$ cat config.mk
export PLATFORM = sky130hd
export DESIGN_NAME = gb_pulse_waveform
export DESIGN_NICKNAME = d
export VERILOG_FILES = /design/src/rtl/gb_apu_pkg.sv /design/src/rtl/gb_lengthCounter.sv /design/src/rtl/gb_pulse_waveform.sv
export SDC_FILE = /design/constraint.sdc
export NUM_CORES = 1
export LEC_CHECK = 0
export CAP_MARGIN = 20
export CORE_MARGIN = 1
export CORE_UTILIZATION = 30
export CTS_BUF_LIST = sky130_fd_sc_hd__clkbuf_8
export CTS_CLUSTER_SIZE = 10
export DETAILED_ROUTE_END_ITERATION = 10
export PLACE_DENSITY = 0.46
export SLEW_MARGIN = 20
export SYNTH_ARGS = -nofsm -noshare
export SYNTH_HDL_FRONTEND = slang
export SYNTH_SLANG_ARGS = --single-unit
$ cat constraint.sdc
create_clock -name clk -period 3 [get_ports clk]
set_input_delay 0.6 -clock clk [delete_from_list [all_inputs] [get_ports clk]]
set_output_delay 0.6 -clock clk [all_outputs]
set_load 0.02 [all_outputs]
$ cat src/rtl/gb_apu_pkg.sv
// Shared APU definitions: duty selection, duty waveforms and length limits.
// Also provides the frequency-timer reload helper.
package gb_apu_pkg;

    typedef enum logic [1:0] {
        DUTY_12 = 2'd0,
        DUTY_25 = 2'd1,
        DUTY_50 = 2'd2,
        DUTY_75 = 2'd3
    } duty_t;

    // Indexed [duty][step]; step 0 is bit 0 of each pattern.
    localparam logic [3:0][7:0] DUTY_PATTERNS = {
        8'b01111110,
        8'b10000111,
        8'b10000001,
        8'b00000001
    };

    localparam int LENGTH_MAX = 64;

    function automatic logic [11:0] freq_reload(input logic [10:0] freq);
        return 12'd2048 - {1'b0, freq};
    endfunction

endpackage

$ cat src/rtl/gb_lengthCounter.sv
// Down-counting length timer with trigger reload; pulses expired when a tick
// takes the count to zero. Width/maximum are parameters so Channel 3 can reuse it.
module gb_lengthCounter #(
    parameter int W   = 7,
    parameter int MAX = 64
) (
    input  logic         clk,
    input  logic         reset,
    input  logic         load,
    input  logic [W-1:0] load_value,
    input  logic         trigger,
    input  logic         tick,
    input  logic         enable,
    output logic [W-1:0] count,
    output logic         expired
);

    logic [W-1:0] count_q;
    logic [W-1:0] count_d;
    logic [W-1:0] written;

    // A write in the trigger cycle lands first, so the zero check sees it.
    always_comb begin
        written = load ? load_value : count_q;
        count_d = count_q;
        expired = 1'b0;
        if (trigger) begin
            count_d = (written == '0) ? W'(MAX) : written;
        end else if (load) begin
            count_d = load_value;
        end else if (tick && enable && (count_q != '0)) begin
            count_d = count_q - W'(1);
            expired = (count_q == W'(1));
        end
    end

    always_ff @(posedge clk or posedge reset) begin
        if (reset) begin
            count_q <= '0;
        end else begin
            count_q <= count_d;
        end
    end

    assign count = count_q;

endmodule

$ cat src/rtl/gb_pulse_waveform.sv
// Square-wave generator for APU pulse channels: prescaler, frequency timer,
// 8-step duty sequencer, length counter and channel-active flag.
module gb_pulse_waveform
    import gb_apu_pkg::*;
(
    input  logic        clk,
    input  logic        reset,
    input  logic        trigger,
    input  logic        clk_length,
    input  logic        length_enable,
    input  logic        length_write,
    input  logic [5:0]  length_value,
    input  logic [1:0]  duty,
    input  logic [10:0] shadow_frequency,
    input  logic        overflow,
    input  logic        dac_enable,
    output logic        wave_out,
    output logic        channel_active
);

    logic [1:0]  presc_q, presc_d;
    logic [11:0] freq_timer_q, freq_timer_d;
    logic [2:0]  step_q, step_d;
    logic        reload_pending_q, reload_pending_d;
    logic        active_q, active_d;
    duty_t       duty_q, duty_d;

    logic        tick;
    logic [6:0]  len_count;
    logic        len_expired;
    logic [6:0]  len_load_value;

    assign tick           = (presc_q == 2'd3);
    assign len_load_value = 7'(LENGTH_MAX) - {1'b0, length_value};

    gb_lengthCounter #(
        .W   (7),
        .MAX (LENGTH_MAX)
    ) u_length (
        .clk        (clk),
        .reset      (reset),
        .load       (length_write),
        .load_value (len_load_value),
        .trigger    (trigger),
        .tick       (clk_length),
        .enable     (length_enable),
        .count      (len_count),
        .expired    (len_expired)
    );

    // Prescaler is held at zero through the reload cycle so the first step
    // lands exactly 4*(2048-f) clocks after the timer reload.
    always_comb begin
        presc_d          = presc_q + 2'd1;
        reload_pending_d = trigger;
        freq_timer_d     = freq_timer_q;
        step_d           = step_q;
        if (trigger || reload_pending_q) begin
            presc_d = 2'd0;
        end
        if (reload_pending_q) begin
            freq_timer_d = freq_reload(shadow_frequency);
        end else if (tick && !trigger) begin
            if (freq_timer_q == 12'd1) begin
                freq_timer_d = freq_reload(shadow_frequency);
                step_d       = step_q + 3'd1;
            end else begin
                freq_timer_d = freq_timer_q - 12'd1;
            end
        end
    end

    // Trigger overrides mute conditions in its own cycle; mutes stick until
    // the next trigger.
    always_comb begin
        active_d = active_q;
        duty_d   = duty_t'(duty);
        if (trigger) begin
            active_d = dac_enable;
        end else if (overflow || !dac_enable || len_expired) begin
            active_d = 1'b0;
        end
    end

    always_ff @(posedge clk or posedge reset) begin
        if (reset) begin
            presc_q          <= 2'd0;
            freq_timer_q     <= 12'd2048;
            step_q           <= 3'd0;
            reload_pending_q <= 1'b0;
            active_q         <= 1'b0;
            duty_q           <= DUTY_12;
        end else begin
            presc_q          <= presc_d;
            freq_timer_q     <= freq_timer_d;
            step_q           <= step_d;
            reload_pending_q <= reload_pending_d;
            active_q         <= active_d;
            duty_q           <= duty_d;
        end
    end

    assign channel_active = active_q;
    assign wave_out       = DUTY_PATTERNS[duty_q][step_q] & active_q;

endmodule

==> results of run 1 <==
[metal layers]
metal  up-vias  track usage [%]
met4         0            4.545
met2        52            25.63
met3         5            1.706
li1        983                -
met5         -                0
met1       926            20.55
[how the worst min path moves through the flow]
stage,depth (start not counted),end,slack [ns],from
after floorplan,1,presc_q[0],0.41,presc_q[0]
after global placement,1,presc_q[0],0.43,presc_q[0]
after detailed placement,1,presc_q[0],0.43,presc_q[0]
after CTS,1,presc_q[0],0.45,presc_q[0]
after global routing,1,presc_q[0],0.48,presc_q[0]
final,1,presc_q[0],0.45,presc_q[0]
[through the flow]
| stage | instances | util, % | total power (W) |
|---|---|---|---|
| after floorplan | 242 | - | 0.0006195 |
| after global routing | 368 | 38.21 | 0.001088 |
| after detailed placement | 364 | 37.17 | 0.0007221 |
| final | 368 | 38.21 | 0.001021 |
| after CTS | 368 | 38.21 | 0.001039 |
| after global placement | 364 | 37.17 | 0.0007250 |
[cells in the mapped netlist, types with 2 or more instances]
cell type / count
sky130_fd_sc_hd__ha_1: 10
sky130_fd_sc_hd__and4_1: 2
sky130_fd_sc_hd__or3_1: 5
sky130_fd_sc_hd__nand2_1: 18
sky130_fd_sc_hd__o2111ai_1: 2
sky130_fd_sc_hd__or4_1: 7
sky130_fd_sc_hd__buf_2: 3
sky130_fd_sc_hd__o211ai_1: 4
sky130_fd_sc_hd__mux2i_1: 4
sky130_fd_sc_hd__nor3_4: 2
sky130_fd_sc_hd__o211a_1: 2
sky130_fd_sc_hd__inv_1: 17
sky130_fd_sc_hd__clkbuf_1: 2
sky130_fd_sc_hd__nand2b_1: 2
sky130_fd_sc_hd__o311ai_1: 3
sky130_fd_sc_hd__nor2_1: 16
sky130_fd_sc_hd__a211oi_1: 2
sky130_fd_sc_hd__xor2_1: 7
sky130_fd_sc_hd__o21ai_1: 4
sky130_fd_sc_hd__nand3b_1: 2
sky130_fd_sc_hd__nor3b_1: 4
sky130_fd_sc_hd__dfrtp_1: 27
sky130_fd_sc_hd__nand3_1: 13
sky130_fd_sc_hd__xnor2_1: 6
sky130_fd_sc_hd__nor4_1: 4
sky130_fd_sc_hd__and3_1: 2
sky130_fd_sc_hd__nor3_1: 10
sky130_fd_sc_hd__nand4_1: 5
sky130_fd_sc_hd__o22ai_1: 5
sky130_fd_sc_hd__a211o_1: 2
sky130_fd_sc_hd__a21oi_1: 8
sky130_fd_sc_hd__a31oi_1: 3
[cells in the final DEF (no fill, tap or decap), drive strengths merged, types with 3 or more instances in the layout]
| cell | netlist | final |
|---|---|---|
| buf | 4 | 4 |
| o21ai | 6 | 6 |
| inv | 17 | 17 |
| a21oi | 8 | 8 |
| o211ai | 4 | 4 |
| nor4 | 6 | 6 |
| or3 | 5 | 5 |
| clkdlybuf4s50 | 0 | 28 |
| nand2 | 19 | 19 |
| ha | 10 | 10 |
| xor2 | 7 | 7 |
| clkbuf | 2 | 3 |
| nand3 | 13 | 13 |
| nor2 | 16 | 16 |
| o22ai | 5 | 5 |
| dfrtp | 27 | 27 |
| mux2i | 4 | 4 |
| o311ai | 3 | 3 |
| nor3b | 5 | 5 |
| nand4 | 5 | 5 |
| xnor2 | 6 | 6 |
| or4 | 7 | 7 |
| a31oi | 3 | 3 |
| nor3 | 12 | 12 |
[registers in the layout (all words and copies together) (netlist names)]
| name | flops |
|---|---|
| channel_active | 1 |
| duty_q | 2 |
| freq_timer_q | 12 |
| presc_q | 2 |
| reload_pending_q | 1 |
| step_q | 3 |
| u_length.count | 7 |
[worst reg2reg max path, stage by stage (launching register included)]
cell and delay (ns):
sky130_fd_sc_hd__dfrtp_1 0.44, sky130_fd_sc_hd__inv_1 0.11, sky130_fd_sc_hd__ha_1 0.21, sky130_fd_sc_hd__or3b_1 0.45
sky130_fd_sc_hd__o21ai_2 0.31, sky130_fd_sc_hd__or4_1 0.16, sky130_fd_sc_hd__nand3_1 0.09
[cell type report]
class                      instances  share of cell area, %
multi-input combinational        191                  51.97
sequential                        28                  26.60
timing repair buffer              32                  11.76
tap                               96                  4.552
inverter                          17                  2.418
clock buffer                       3                  1.565
clock inverter                     1                  1.138
[report_power, final]
group	total, W	internal [W]	switching (W)
clock network	0.000308	0.000179	0.000129
registers	0.000467	0.000412	0.0000552
logic	0.000246	0.000117	0.000130
[cells by family (layout without fill, tap and decap cells)]
| family | count (synthesis) | count (layout) | share of synthesized area, % |
|---|---|---|---|
| adder cells (fa/ha/maj) | 10 | 10 | 5.764 |
| AO/OA/AOI/OAI | 53 | 53 | 18.33 |
| XOR/XNOR | 13 | 13 | 5.245 |
| flip-flops | 28 | 28 | 32.33 |
| multiplexers | 6 | 6 | 2.882 |
| buffers and inverters | 23 | 53 | 4.496 |
| AND/OR/NAND/NOR | 109 | 109 | 30.95 |
==> flow_metrics.py, run 1 <==
metrics = {
    "status": {
        "run_status": "finished clean",
    },
    "route": {
        "drt_wl_total_um": 5341,
        "route.layer.met1.wl_um": 2603,
        "routed_via_density": 5.342,
        "met2_wirelength_um": 2490,
        "vias": 1966,
        "ant_nets": 0,
        "detailedRoute.firstIterationViolations": 65,
        "route.top_layer_used": "met4",
        "drc": 0,
        "met3_routed_length_um": 185,
        "route.detailed.wl_per_inst_um": 14.51,
        "drtPass1Iterations": 4,
    },
    "yosys": {
        "synth.lib_cells_used.distinct": 71,
        "synthesis.yosys.warnings": 0,
        "synth_largest_area_cell": "sky130_fd_sc_hd__dfrtp_1",
        "synth.avg_cell_area_um2": 8.970,
        "yosysSeqAreaShare_pct": 32.33,
        "synth_seq_cells": 28,
        "synth_area_leaders": "sky130_fd_sc_hd__dfrtp_1 (31%), sky130_fd_sc_hd__ha_1 (5.8%), sky130_fd_sc_hd__nand2_1 (3.1%)",
        "asyncSetResetFlopFracSynth_pct": 100.0,
        "syn-num-nets": 279,
        "yosys.area.top_type_share_pct": 31.12,
        "ys_dominant_reg_cell": "sky130_fd_sc_hd__dfrtp_1",
        "synthesis.area_mm2": 0.002171,
        "post_synth_edffs": 0,
        "synthesis.instances": 242,
    },
    "cells_and_area": {
        "antennaDiodeCount": 0,
        "layout.cell_area.non_filler_mm2": 0.002639,
        "drive_gt1_share_pct": 8.456,
        "area.growth.synth_to_final_pct": 21.56,
        "finalNetCount": 310,
        "multi_input_area_mm2": 0.001371,
        "ff_latch_area_um2": 701.9,
        "fillerInstances": 721,
    },
    "cts": {
        "cts.hold.buffers_added": 0,
        "cts.clk_slew.worst_paths_ns": 0.10,
        "clk_path_buf_depth": 2,
        "cts_made_buffers": 3,
        "post_cts.resized_instances": 0,
        "cts_htree_levels": 1,
        "clock_tree_sinks": 28,
        "post_cts.repair.setup_buffers": 0,
        "clk_latency_ns": 0.28,
        "root_cell_of_the_clock_tree": "sky130_fd_sc_hd__clkbuf_8",
        "tritoncts": "built",
    },
    "global_routing": {
        "grt_max_degree": 29,
        "grt_pass1_vias": 1890,
        "first_pass_grt_wire_length_um": 9087,
        "grtUsageTotal_pct": 15.26,
        "grt_antenna_before_repair": 0,
        "grt-ovfl-total": 0,
    },
    "power_and_ir_drop": {
        "power.leakage_nw": 1.040,
        "total_power_per_unit_cell_area_mw_per_mm2": 386.9,
        "power.ir.vdd_worst_v": 0.0001668,
    },
    "place": {
        "gp_congestion": 0.8190,
        "preCtsSetupSlack_ns": 0.4188,
        "port_buffers": 28,
        "post_dp_cell_area_mm2": 0.002567,
        "detailed_place_hpwl_um": 4162,
    },
    "setup_path": {
        "timing.rr.start": "u_length.count[0]",
        "crit_chain": "ha_1, mux2_2, nand2_1, o21ai_0, o211a_1, clkdlybuf4s50_1",
        "r2r_slack_ns": 1.09,
        "critPathLaunchType": "flop",
        "arrival_ns": 2.06,
        "required_ns": 2.40,
        "cp_slowest_cell": "sky130_fd_sc_hd__clkdlybuf4s50_1",
        "crit_family": "buffers and inverters",
        "timing.rr.end": "u_length.count[3]",
        "crit_end": "wave_out",
        "timing.reg2reg.worst_path_depth": 6,
        "worstSetupPathType": "reg2out",
        "setup.worst_path.end_class": "primary output",
        "crit_start": "duty_q[1]",
        "timing.critical_path.fanout_max": 4,
        "slowest_delay_ns": 0.53,
        "timing.critical_path.depth": 6,
        "worst-path-buf-inv": 1,
    },
    "timing": {
        "report.final.setup_viol": 0,
        "timing_worst_slew_pin_value_ns": 0.5730,
        "fin_crit_sh_pct": 88.56,
        "finalClockSkew_ns": 0.002339,
        "timing.fmax_mhz": 376.4,
        "finalWorstPathRequiredPeriod_ns": 2.657,
        "slew_violations": 0,
        "post-route-worst-setup-slack_ns": 0.3431,
        "fin_tns_setup_ns": 0,
        "setup_repair_after_global_routing_missed_its_margin": "false",
        "hold_slack_ns": 0.4490,
        "final_hold_viol_count": 0,
        "relSlewSlack_pct": 61.48,
    },
    "hold_path": {
        "worst_min_delay_path_class": "reg2reg",
    },
    "floorplan": {
        "placeableCoreArea_mm2": 0.006907,
        "die_x_um": 87.07,
        "die_area_mm2": 0.007580,
        "ios": 29,
        "die_y_extent_um": 87.07,
        "initial_utilization_pct": 31.43,
        "row_count": 30,
    },
    "job": {
        "max_cap_viol_count": 0,
    },
}
(Power assumes the default switching activity.)
==> run 2, diff against run 1 <==
--- a/config.mk
+++ b/config.mk
@@ -5,6 +5,7 @@
 export SDC_FILE = /design/constraint.sdc
 export NUM_CORES = 1
 export LEC_CHECK = 0
+export ABC_AREA = 0
 export CAP_MARGIN = 20
 export CORE_MARGIN = 1
 export CORE_UTILIZATION = 30
==> results of run 2 <==
Same layout as run 1: the final DEF is identical, and so are final timing and power.
==> edit 1 (flow settings as in run 2) <==
Register the output `wave_out`, with the module's reset; this adds one clock of latency there. The other outputs are not delayed to match.
--- a/src/rtl/gb_pulse_waveform.sv
+++ b/src/rtl/gb_pulse_waveform.sv
@@ -102,5 +102,11 @@
 
     assign channel_active = active_q;
-    assign wave_out       = DUTY_PATTERNS[duty_q][step_q] & active_q;
+    always_ff @(posedge clk or posedge reset) begin
+        if (reset) begin
+            wave_out <= '0;
+        end else begin
+            wave_out <= DUTY_PATTERNS[duty_q][step_q] & active_q;
+        end
+    end
 
 endmodule
Check against the original RTL: not equivalent (a bounded check fails within 4 cycles, from zero or initial values and one cycle with reset high).
==> edit 1 against run 2 <==
Combinational power is essentially flat. Critical path type is now primary input to flip-flop. Sequential cell count rose by 1. First-iteration DRC count up 12%. Design area increased by 2.7%. Synthesized area up 1.2%. Routed wire length increased by 1.2%. Setup slack improved by 0.34 ns. Largest cell class unchanged. Power is 13% higher.
==> edit 1: results (changes against run 2) <==
worst hold slack 0.447 ns (-0.00214 ns); Synth Net Count 280 (+0.36%); GR Util All Layers 15.5% (+0.23 points); CP arrival 2.50 ns (+0.44 ns); Setup crit start length_value[0]; critical path type primary input to flip-flop; Reg power frac 42.0% (-3.7 points); status finished, final reports clean; Post-Layout Cell Count 373 (+1.4%); synth top area cells dfrtp_1, ha_1, nand2_1; Seq/Total Area, Yosys 33.1% (+0.77 points); Post-synth top cells dfrtp_1, nand2_1, inv_1; P_leak 1.08 nW (+3.8%); clk_skew 0.00354 ns (+0.00120 ns); share of layout cells above drive strength 1 9.39% (+0.93 points); drt total wl 5400 um (+1.2%); met3 GRT Util 3.30% (+1.6 points); M1 WL 2460 um (-5.6%); dpl hpwl 4140 um (-0.64%); met2 GRT Util 25.8% (+0.15 points); reg2reg end u_length.count[6]; power density over the cells 426 nW/um2 (+10%); GP Congestion 0.797 (-2.6%); register-to-register setup slack 1.01 ns (-0.08 ns); vias in the first global route 1889 (-0.053%); largest net degree at the start of global routing 30 (+3.4%); Post-Place Setup Slack 0.394 ns (-0.0250 ns)
==> edit 1: cell type report <==
cell class | count | area [um2]
well taps | 96 | 120
clock inverters | 2 | 33.8
repair buffers | 32 | 310
fillers | 710 | 4240
inverters | 17 | 63.8
clock buffers | 6 | 82.6
flip-flops and latches | 29 | 727
multi-input cells | 191 | 1370
==> edit 1: cells by family (layout without fill, tap and decap cells) <==
logic type	count (synthesis)	after routing	synth area share [%]
adder cells (fa/ha/maj)	10	10	5.70
flip-flops	29	29	33.1
AO/OA/AOI/OAI	53	53	18.1
multiplexers	6	6	2.85
buffers and inverters	23	57	4.44
XOR/XNOR	13	13	5.19
AND/OR/NAND/NOR	109	109	30.6
==> edit 1: worst register-to-register path, delay by kind of cell (launching register included) <==
kind / cells / cell delay, ns
buf+inv: 1 / 0.12
compound gates: 2 / 0.38
simple gates: 2 / 0.74
flops: 1 / 0.44
fa+ha+maj: 1 / 0.22
==> edit 2 (flow settings as in run 2) <==
Made on the original files. Change the package constant `LENGTH_MAX` from 64 to 32.
--- a/src/rtl/gb_apu_pkg.sv
+++ b/src/rtl/gb_apu_pkg.sv
@@ -18,5 +18,5 @@
     };
 
-    localparam int LENGTH_MAX = 64;
+    localparam int LENGTH_MAX = 32;
 
     function automatic logic [11:0] freq_reload(input logic [10:0] freq);
Function: changed (Yosys sat finds a counterexample within 4 cycles, from zero or initial values and one cycle with reset high).
==> edit 2 against run 2 <==
Routed wire length decreased by 8.7%. Clock power is 23% lower. Setup slack got worse by 0.0076 ns. Highest routed layer unchanged. Sequential power is 0.9% higher. Design area fell by 6.3%. Power is 5.8% lower. Non-clock buffer count did not move. Synthesized area shrank 6.2%. Register-to-register slack worse by 0.20 ns. Sequential cell count unchanged.
==> edit 2: results (changes against run 2) <==
nets 304 (-1.9%); status finished, final reports clean; vias in the first global route 1734 (-8.3%); Clock-cell share 2.23% (-0.48 points); fillers 657 (-8.9%); synth top area cells dfrtp_1, ha_1, xnor2_1; Syn Inst Count 235 (-2.9%); first-pass GRT wire length 8270 um (-9.0%); Tightest Pin Transition 0.595 ns (+0.0224 ns); DR vias/cell 5.27 (-1.4%); Reg2Reg Depth 7 (+1); #MultiIn Comb 184 (-3.7%); P_leak 0.982 nW (-5.5%); worst hold slack 0.439 ns (-0.00995 ns); register-to-register setup slack 0.89 ns (-0.20 ns); clk_skew 0.00345 ns (+0.00111 ns); placed instance count 339 (-6.9%); fin crit period 2.66 ns (+0.00762 ns); GP Congestion 0.814 (-0.59%); Seq/Total Area, Yosys 34.5% (+2.1 points); Worst R2R Start freq_timer_q[1]; met2 WL 2120 um (-15%); Post-synth top cells dfrtp_1, nor2_1, nand2_1; met3 WL 167 um (-9.7%); multi-input logic portion of the cell area 50.2% (-1.7 points); Final non-clock buffer share 12.5% (+0.79 points); Max VDD drop 0.234 mV (+40%); share of layout cells above drive strength 1 8.27% (-0.19 points); CLK BUF 4 (+1); global route hottest layer met1; drt total wl 4880 um (-8.7%); GR Util All Layers 14.3% (-0.92 points); power density over the cells 389 nW/um2 (+0.48%)
-- edit 2: cell count changes after synthesis, moves of 4 or more --
cell     before  now
a21oi_1       8   13
o21ai_0       1   11
nor2_1       16   23
nor3_1       10   15
or4_1         7    1
xnor2_1       6   10
or3_1         5    0
-- edit 2: report_power, final --
| part | switching (W) | internal [W] |
|---|---|---|
| clock | 0.000119 | 0.000118 |
| combinational | 0.000133 | 0.000122 |
| sequential | 0.0000540 | 0.000417 |
| total | 0.000306 | 0.000656 |
-- edit 2: cell families (layout without fill, tap and decap cells) --
| logic type | count (synthesis) | after routing | synth area share (%) |
|---|---|---|---|
| AND/OR/NAND/NOR | 97 | 97 | 25.8 |
| AO/OA/AOI/OAI | 56 | 56 | 19.5 |
| flip-flops | 28 | 28 | 34.5 |
| buffers and inverters | 23 | 54 | 4.55 |
| XOR/XNOR | 16 | 16 | 6.88 |
| adder cells (fa/ha/maj) | 10 | 10 | 6.14 |
| multiplexers | 5 | 5 | 2.70 |
